<file path="config.mk">
export PLATFORM = sky130hd
export DESIGN_NAME = uart_rx
export DESIGN_NICKNAME = d
export VERILOG_FILES = /design/src/rtl/uart_pkg.sv /design/src/rtl/uart_rx_fifo.sv /design/src/rtl/uart_rx.sv
export SDC_FILE = /design/constraint.sdc
export NUM_CORES = 1
export LEC_CHECK = 0
export BUFFER_PORTS_ARGS = -buffer_cell sky130_fd_sc_hd__buf_2
export CORE_UTILIZATION = 45
export CTS_CLUSTER_SIZE = 24
export DETAILED_ROUTE_END_ITERATION = 10
export PLACE_DENSITY = 0.68
export RECOVER_POWER = 25
export SLEW_MARGIN = 30
export SYNTH_ARGS = -nofsm -noshare
export SYNTH_HDL_FRONTEND = slang
export SYNTH_SLANG_ARGS = --single-unit
</file>
<file path="constraint.sdc">
create_clock -name clk_i -period 2.8 [get_ports clk_i]
set_input_delay 0.56 -clock clk_i [delete_from_list [all_inputs] [get_ports clk_i]]
set_output_delay 0.56 -clock clk_i [all_outputs]
set_load 0.03 [all_outputs]
</file>
<file path="src/rtl/uart_pkg.sv">
// rtl/uart_pkg.sv - shared UART definitions for the receiver and transmitter
package uart_pkg;

    localparam int DATA_BITS            = 8;
    localparam int DEFAULT_CLKS_PER_BIT = 104;

    typedef logic [2:0] uart_state_t;

    localparam uart_state_t ST_WAIT_IDLE = 3'd0;
    localparam uart_state_t ST_IDLE      = 3'd1;
    localparam uart_state_t ST_START     = 3'd2;
    localparam uart_state_t ST_DATA      = 3'd3;
    localparam uart_state_t ST_STOP      = 3'd4;

endpackage

</file>
<file path="src/rtl/uart_rx_fifo.sv">
// rtl/uart_rx_fifo.sv - first-word fall-through receive FIFO
// Head entry is presented combinationally; a push into a full FIFO is accepted only alongside a pop.
module uart_rx_fifo
    import uart_pkg::*;
#(
    parameter int WIDTH = DATA_BITS,
    parameter int DEPTH = 4
) (
    input  logic             clk_i,
    input  logic             reset_i,
    input  logic             push_i,
    input  logic [WIDTH-1:0] data_i,
    input  logic             pop_i,
    output logic [WIDTH-1:0] data_o,
    output logic             valid_o,
    output logic             full_o,
    output logic             drop_o
);

    localparam int             AW      = $clog2(DEPTH);
    localparam logic [AW:0]    PTR_ONE = 1;

    logic [AW:0]      r_wr_ptr;
    logic [AW:0]      r_rd_ptr;
    logic [WIDTH-1:0] r_mem [DEPTH];

    logic w_empty;
    logic w_full;
    logic w_do_pop;
    logic w_do_push;

    assign w_empty   = (r_wr_ptr == r_rd_ptr);
    assign w_full    = (r_wr_ptr[AW] != r_rd_ptr[AW]) &&
                       (r_wr_ptr[AW-1:0] == r_rd_ptr[AW-1:0]);
    assign w_do_pop  = pop_i && !w_empty;
    assign w_do_push = push_i && (!w_full || w_do_pop);

    assign valid_o = !w_empty;
    assign full_o  = w_full;
    assign drop_o  = push_i && !w_do_push;
    // Gate the head so the output reads zero whenever nothing is queued.
    assign data_o  = w_empty ? '0 : r_mem[r_rd_ptr[AW-1:0]];

    always_ff @(posedge clk_i or posedge reset_i) begin
        if (reset_i) begin
            r_wr_ptr <= '0;
            r_rd_ptr <= '0;
        end else begin
            if (w_do_push) begin
                r_wr_ptr <= r_wr_ptr + PTR_ONE;
            end
            if (w_do_pop) begin
                r_rd_ptr <= r_rd_ptr + PTR_ONE;
            end
        end
    end

    always_ff @(posedge clk_i) begin
        if (w_do_push) begin
            r_mem[r_wr_ptr[AW-1:0]] <= data_i;
        end
    end

endmodule

</file>
<file path="src/rtl/uart_rx.sv">
// rtl/uart_rx.sv - 8N1 UART receiver with FWFT byte FIFO
// rxd is double-synchronised; all sampling decisions use the second flop.
module uart_rx
    import uart_pkg::*;
#(
    parameter int CLKS_PER_BIT = DEFAULT_CLKS_PER_BIT,
    parameter int FIFO_DEPTH   = 4
) (
    input  logic                 clk_i,
    input  logic                 reset_i,
    input  logic                 rxd_i,
    output logic [DATA_BITS-1:0] data_o,
    output logic                 valid_o,
    input  logic                 ready_i,
    output logic                 frame_err_o,
    output logic                 overrun_o,
    input  logic                 err_clr_i
);

    localparam int                BCW       = $clog2(CLKS_PER_BIT);
    localparam int                BIW       = $clog2(DATA_BITS);
    localparam logic [BCW-1:0]    BAUD_MID  = BCW'(CLKS_PER_BIT / 2 - 1);
    localparam logic [BCW-1:0]    BAUD_LAST = BCW'(CLKS_PER_BIT - 1);
    localparam logic [BCW-1:0]    BAUD_ONE  = 1;
    localparam logic [BIW-1:0]    BIT_LAST  = BIW'(DATA_BITS - 1);
    localparam logic [BIW-1:0]    BIT_ONE   = 1;

    logic                 r_sync1;
    logic                 r_rx_s;
    uart_state_t          r_state;
    logic [BCW-1:0]       r_baud;
    logic [BIW-1:0]       r_bit_idx;
    logic [DATA_BITS-1:0] r_shift;
    logic                 r_frame_err;
    logic                 r_overrun;

    logic w_baud_mid;
    logic w_baud_last;
    logic w_push;
    logic w_full;
    logic w_drop;

    assign w_baud_mid  = (r_baud == BAUD_MID);
    assign w_baud_last = (r_baud == BAUD_LAST);
    assign w_push      = (r_state == ST_STOP) && w_baud_last && r_rx_s;

    always_ff @(posedge clk_i or posedge reset_i) begin
        if (reset_i) begin
            r_sync1 <= 1'b1;
            r_rx_s  <= 1'b1;
        end else begin
            r_sync1 <= rxd_i;
            r_rx_s  <= r_sync1;
        end
    end

    always_ff @(posedge clk_i or posedge reset_i) begin
        if (reset_i) begin
            r_state     <= ST_WAIT_IDLE;
            r_baud      <= '0;
            r_bit_idx   <= '0;
            r_shift     <= '0;
            r_frame_err <= 1'b0;
        end else begin
            r_frame_err <= 1'b0;
            case (r_state)
                ST_WAIT_IDLE: begin
                    if (r_rx_s) begin
                        r_state <= ST_IDLE;
                    end
                end
                ST_IDLE: begin
                    if (!r_rx_s) begin
                        r_state <= ST_START;
                        r_baud  <= '0;
                    end
                end
                ST_START: begin
                    // A start bit that is high again by mid-bit was only a glitch.
                    if (w_baud_mid) begin
                        r_baud <= '0;
                        if (r_rx_s) begin
                            r_state <= ST_IDLE;
                        end else begin
                            r_state   <= ST_DATA;
                            r_bit_idx <= '0;
                        end
                    end else begin
                        r_baud <= r_baud + BAUD_ONE;
                    end
                end
                ST_DATA: begin
                    if (w_baud_last) begin
                        r_baud    <= '0;
                        r_shift   <= {r_rx_s, r_shift[DATA_BITS-1:1]};
                        r_bit_idx <= r_bit_idx + BIT_ONE;
                        if (r_bit_idx == BIT_LAST) begin
                            r_state <= ST_STOP;
                        end
                    end else begin
                        r_baud <= r_baud + BAUD_ONE;
                    end
                end
                ST_STOP: begin
                    if (w_baud_last) begin
                        r_baud <= '0;
                        if (r_rx_s) begin
                            r_state <= ST_IDLE;
                        end else begin
                            r_frame_err <= 1'b1;
                            r_state     <= ST_WAIT_IDLE;
                        end
                    end else begin
                        r_baud <= r_baud + BAUD_ONE;
                    end
                end
                default: begin
                    r_state <= ST_WAIT_IDLE;
                end
            endcase
        end
    end

    always_ff @(posedge clk_i or posedge reset_i) begin
        if (reset_i) begin
            r_overrun <= 1'b0;
        end else if (w_drop) begin
            r_overrun <= 1'b1;
        end else if (err_clr_i) begin
            r_overrun <= 1'b0;
        end
    end

    uart_rx_fifo #(
        .WIDTH (DATA_BITS),
        .DEPTH (FIFO_DEPTH)
    ) u_fifo (
        .clk_i   (clk_i),
        .reset_i (reset_i),
        .push_i  (w_push),
        .data_i  (r_shift),
        .pop_i   (ready_i),
        .data_o  (data_o),
        .valid_o (valid_o),
        .full_o  (w_full),
        .drop_o  (w_drop)
    );

    assign frame_err_o = r_frame_err;
    assign overrun_o   = r_overrun;

endmodule

</file>
==> impl_metrics.env <==
export IMPL_critPathKind="reg -> out"
export IMPL_worstPathRequired_ns=2.24
export IMPL_netlist_area_sq_um=2799
export IMPL_routed_wl_um=4615
export IMPL_ff2ff_setup_slack_ns=0.57
export IMPL_antenna_left=0
export IMPL_cts_root_buf="clkbuf_8"
export IMPL_post_cts_buffers=0
export IMPL_wire_per_inst_um=15.59
export IMPL_rows=28
export IMPL_reg2reg_from="r_baud[0]$_DFFE_PP0P_"
export IMPL_fin_area_sq_um=3141
export IMPL_outcome="finished, final reports clean"
export IMPL_cts_buffers=9
export IMPL_fin_ws_ns=0.3000
export IMPL_rsz0062_at_grt="no"
export IMPL_design_power_total_mw=2.353
export IMPL_die_y_um=80.87
export IMPL_syn_inst=191
export IMPL_clk_latency_ns=0.33
export IMPL_grt_pass1_vias=1645
export IMPL_dpl_hpwl_um=3076
export IMPL_period_share_pct=89.29
export IMPL_powerDensity_nw_per_um2=749.1
export IMPL_die_area_sq_um=6539
export IMPL_placedInstanceArea_sq_um=2968
export IMPL_cp_data_arrival_time_ns=1.94
export IMPL_path_clk_slew_ns=0.07
export IMPL_ys_ff_latch=63
export IMPL_gp_congestion=0.7668
export IMPL_drive_gt1_share_pct=28.51
export IMPL_dr_pass1_iters=4
export IMPL_finalMaxSlewViolations=0
export IMPL_max_freq_mhz=400.0
export IMPL_die_w_um=80.87
export IMPL_finClkSkew_ns=0.008442
export IMPL_crit_fanout=11
export IMPL_syn_area_per_cell_sq_um=14.65
export IMPL_via_per_inst=5.324
export IMPL_core_area_sq_um=5956
export IMPL_tightest_slew_ns=0.4732
export IMPL_post_route_drc_count=0
export IMPL_hold_viol=0
export IMPL_yosysWarnings=0
export IMPL_ys_flop_type="edfxtp_1"
export IMPL_yosysUniqueCellTypes=45
export IMPL_endpoint_kind="output pin"
export IMPL_clockBufferDepth=2
export IMPL_antenna_found_initial=0
export IMPL_fin_crit_ns=2.500
export IMPL_dp_worst_setup_slack_ns=0.6209
export IMPL_htreeDepth=3
export IMPL_port_buffers=15
export IMPL_setup_tns_ns=0
export IMPL_track_usage_pct=16.84
export IMPL_cts_resized=0
export IMPL_hold_buffers=0
export IMPL_synth_edf_count=32
export IMPL_ys_seq_area_share_pct=62.14
export IMPL_cts_num_sinks=63
export IMPL_overflow=0
export IMPL_antenna_cells=0
export IMPL_cts_tree="built"
export IMPL_max_slew_margin_pct=68.12
export IMPL_fillers=508
export IMPL_vias=1576
export IMPL_ioPinCount=16
export IMPL_grt_start_max_net_pins=22
export IMPL_hp_class="in -> async"
export IMPL_final_nets=229
export IMPL_maxCapViolations=0
export IMPL_grt_pass1_wl_um=7817
export IMPL_synth_fp_nets=204
export IMPL_setup_viol=0
export IMPL_rr_endpoint="u_fifo.r_mem[0][3]$_DFFE_PP_"
export IMPL_vdd_ir_drop_max_uv=437.2
export IMPL_cp_start_kind="flip-flop"
export IMPL_rr_worst_depth=5
export IMPL_area_growth_pct=12.20
export IMPL_drt_iter0_drc=74
export IMPL_p_leak_nw=1.299
export IMPL_async_flop_share_pct=49.21
export IMPL_start_util_pct=47.00
==> cell usage after synthesis, types with 4 or more instances <==
cell	count	share of area, %
edfxtp_1	32	34
dfrtp_1	29	26
and2_1	12	2.7
mux2_2	10	4.0
nand2_1	10	1.3
ha_1	8	3.6
mux4_2	8	6.4
o21ai_0	8	1.4
nor2_1	7	0.94
inv_1	6	0.80
xor2_1	5	1.6
a21oi_1	4	0.72
a22o_1	4	1.3
nor3_1	4	0.72
xnor2_1	4	1.3
==> layer usage <==
| metal | vias to the layer above | wire, um | GRT usage, % |
|---|---|---|---|
| met5 | - | 0 | 0 |
| met4 | 0 | 62 | 7.500 |
| met3 | 6 | 165 | 5.393 |
| met2 | 27 | 2372 | 28.91 |
| met1 | 788 | 2014 | 19.13 |
| li1 | 755 | - | - |
==> state kept, by name, summed over array words and instances, names as in the netlist <==
register         cells
r_bit_idx            3
frame_err_o          1
r_baud               7
r_state              3
r_rx_s               1
u_fifo.r_wr_ptr      3
u_fifo.r_rd_ptr      3
r_shift              8
u_fifo.r_mem        32
overrun_o            1
r_sync1              1
==> through the flow <==
step	utilization (%)	instances	hold slack, ns
floorplan	-	191	0.3452
global placement	49.83	280	0.3459
detailed placement	49.83	280	0.3473
CTS	52.73	296	0.2004
global route	52.73	296	0.2389
finish	52.73	296	0.1971
==> power breakdown <==
part           internal (mW)  switching, mW  total (mW)
Combinational          0.242          0.277       0.519
Sequential              1.05          0.104        1.16
Clock                  0.320          0.358       0.678
==> kinds of logic (layout without fill, tap and decap cells) <==
| logic type | Yosys count | in the layout | synth area share (%) |
|---|---|---|---|
| mux | 19 | 19 | 10.82 |
| fa+ha+maj | 8 | 8 | 3.576 |
| xor+xnor | 9 | 9 | 2.816 |
| flops | 63 | 63 | 62.14 |
| buf+inv | 12 | 42 | 2.145 |
| simple gates | 55 | 55 | 11.44 |
| compound gates | 25 | 25 | 7.064 |
==> worst max-delay path by stage <==
stage	end	slack, ns	depth (start not counted)	startpoint
3_5_place_dp	data_o[3]	0.62	5	u_fifo.r_wr_ptr[1]$_DFFE_PP0N_
2_1_floorplan	data_o[0]	0.43	6	u_fifo.r_rd_ptr[0]$_DFFE_PP0P_
5_1_grt	data_o[5]	0.15	5	u_fifo.r_wr_ptr[0]$_DFFE_PP0N_
4_1_cts	data_o[3]	0.24	5	u_fifo.r_wr_ptr[1]$_DFFE_PP0N_
6_report	data_o[3]	0.30	5	u_fifo.r_wr_ptr[1]$_DFFE_PP0N_
3_3_place_gp	data_o[2]	0.65	5	u_fifo.r_wr_ptr[1]$_DFFE_PP0N_
==> placed cells by master (no fill, tap or decap), drive strengths merged, types with 2 or more instances in the layout <==
cell type	count
nor3	4
dfrtp	29
dfstp	2
clkbuf	9
and3b	2
nand2	10
a21oi	4
xnor2	4
clkinv	2
ha	8
mux2	10
nand2b	3
and2	12
o21ai	9
clkinvlp	4
edfxtp	32
nor2	7
and3	3
a22o	4
buf	20
xor2	5
inv	7
or2	2
mux4	8
nand3	3
==> worst max-delay path: stages (launching register included) <==
cell and delay, ns:
dfrtp_1 0.43, xor2_1 0.18, or2_2 0.31, nand2b_1 0.30
and2_1 0.22, buf_2 0.17
==> cell type report <==
class	instances	area, sq um	share of cell area, %
clock buffer	9	123.9	3.944
sequential	63	1739	55.38
tap	75	93.84	2.988
timing repair buffer	20	112.6	3.586
multi-input combinational	116	999.7	31.83
clock inverter	7	48.80	1.554
inverter	6	22.52	0.7171
(Power assumes the default switching activity.)
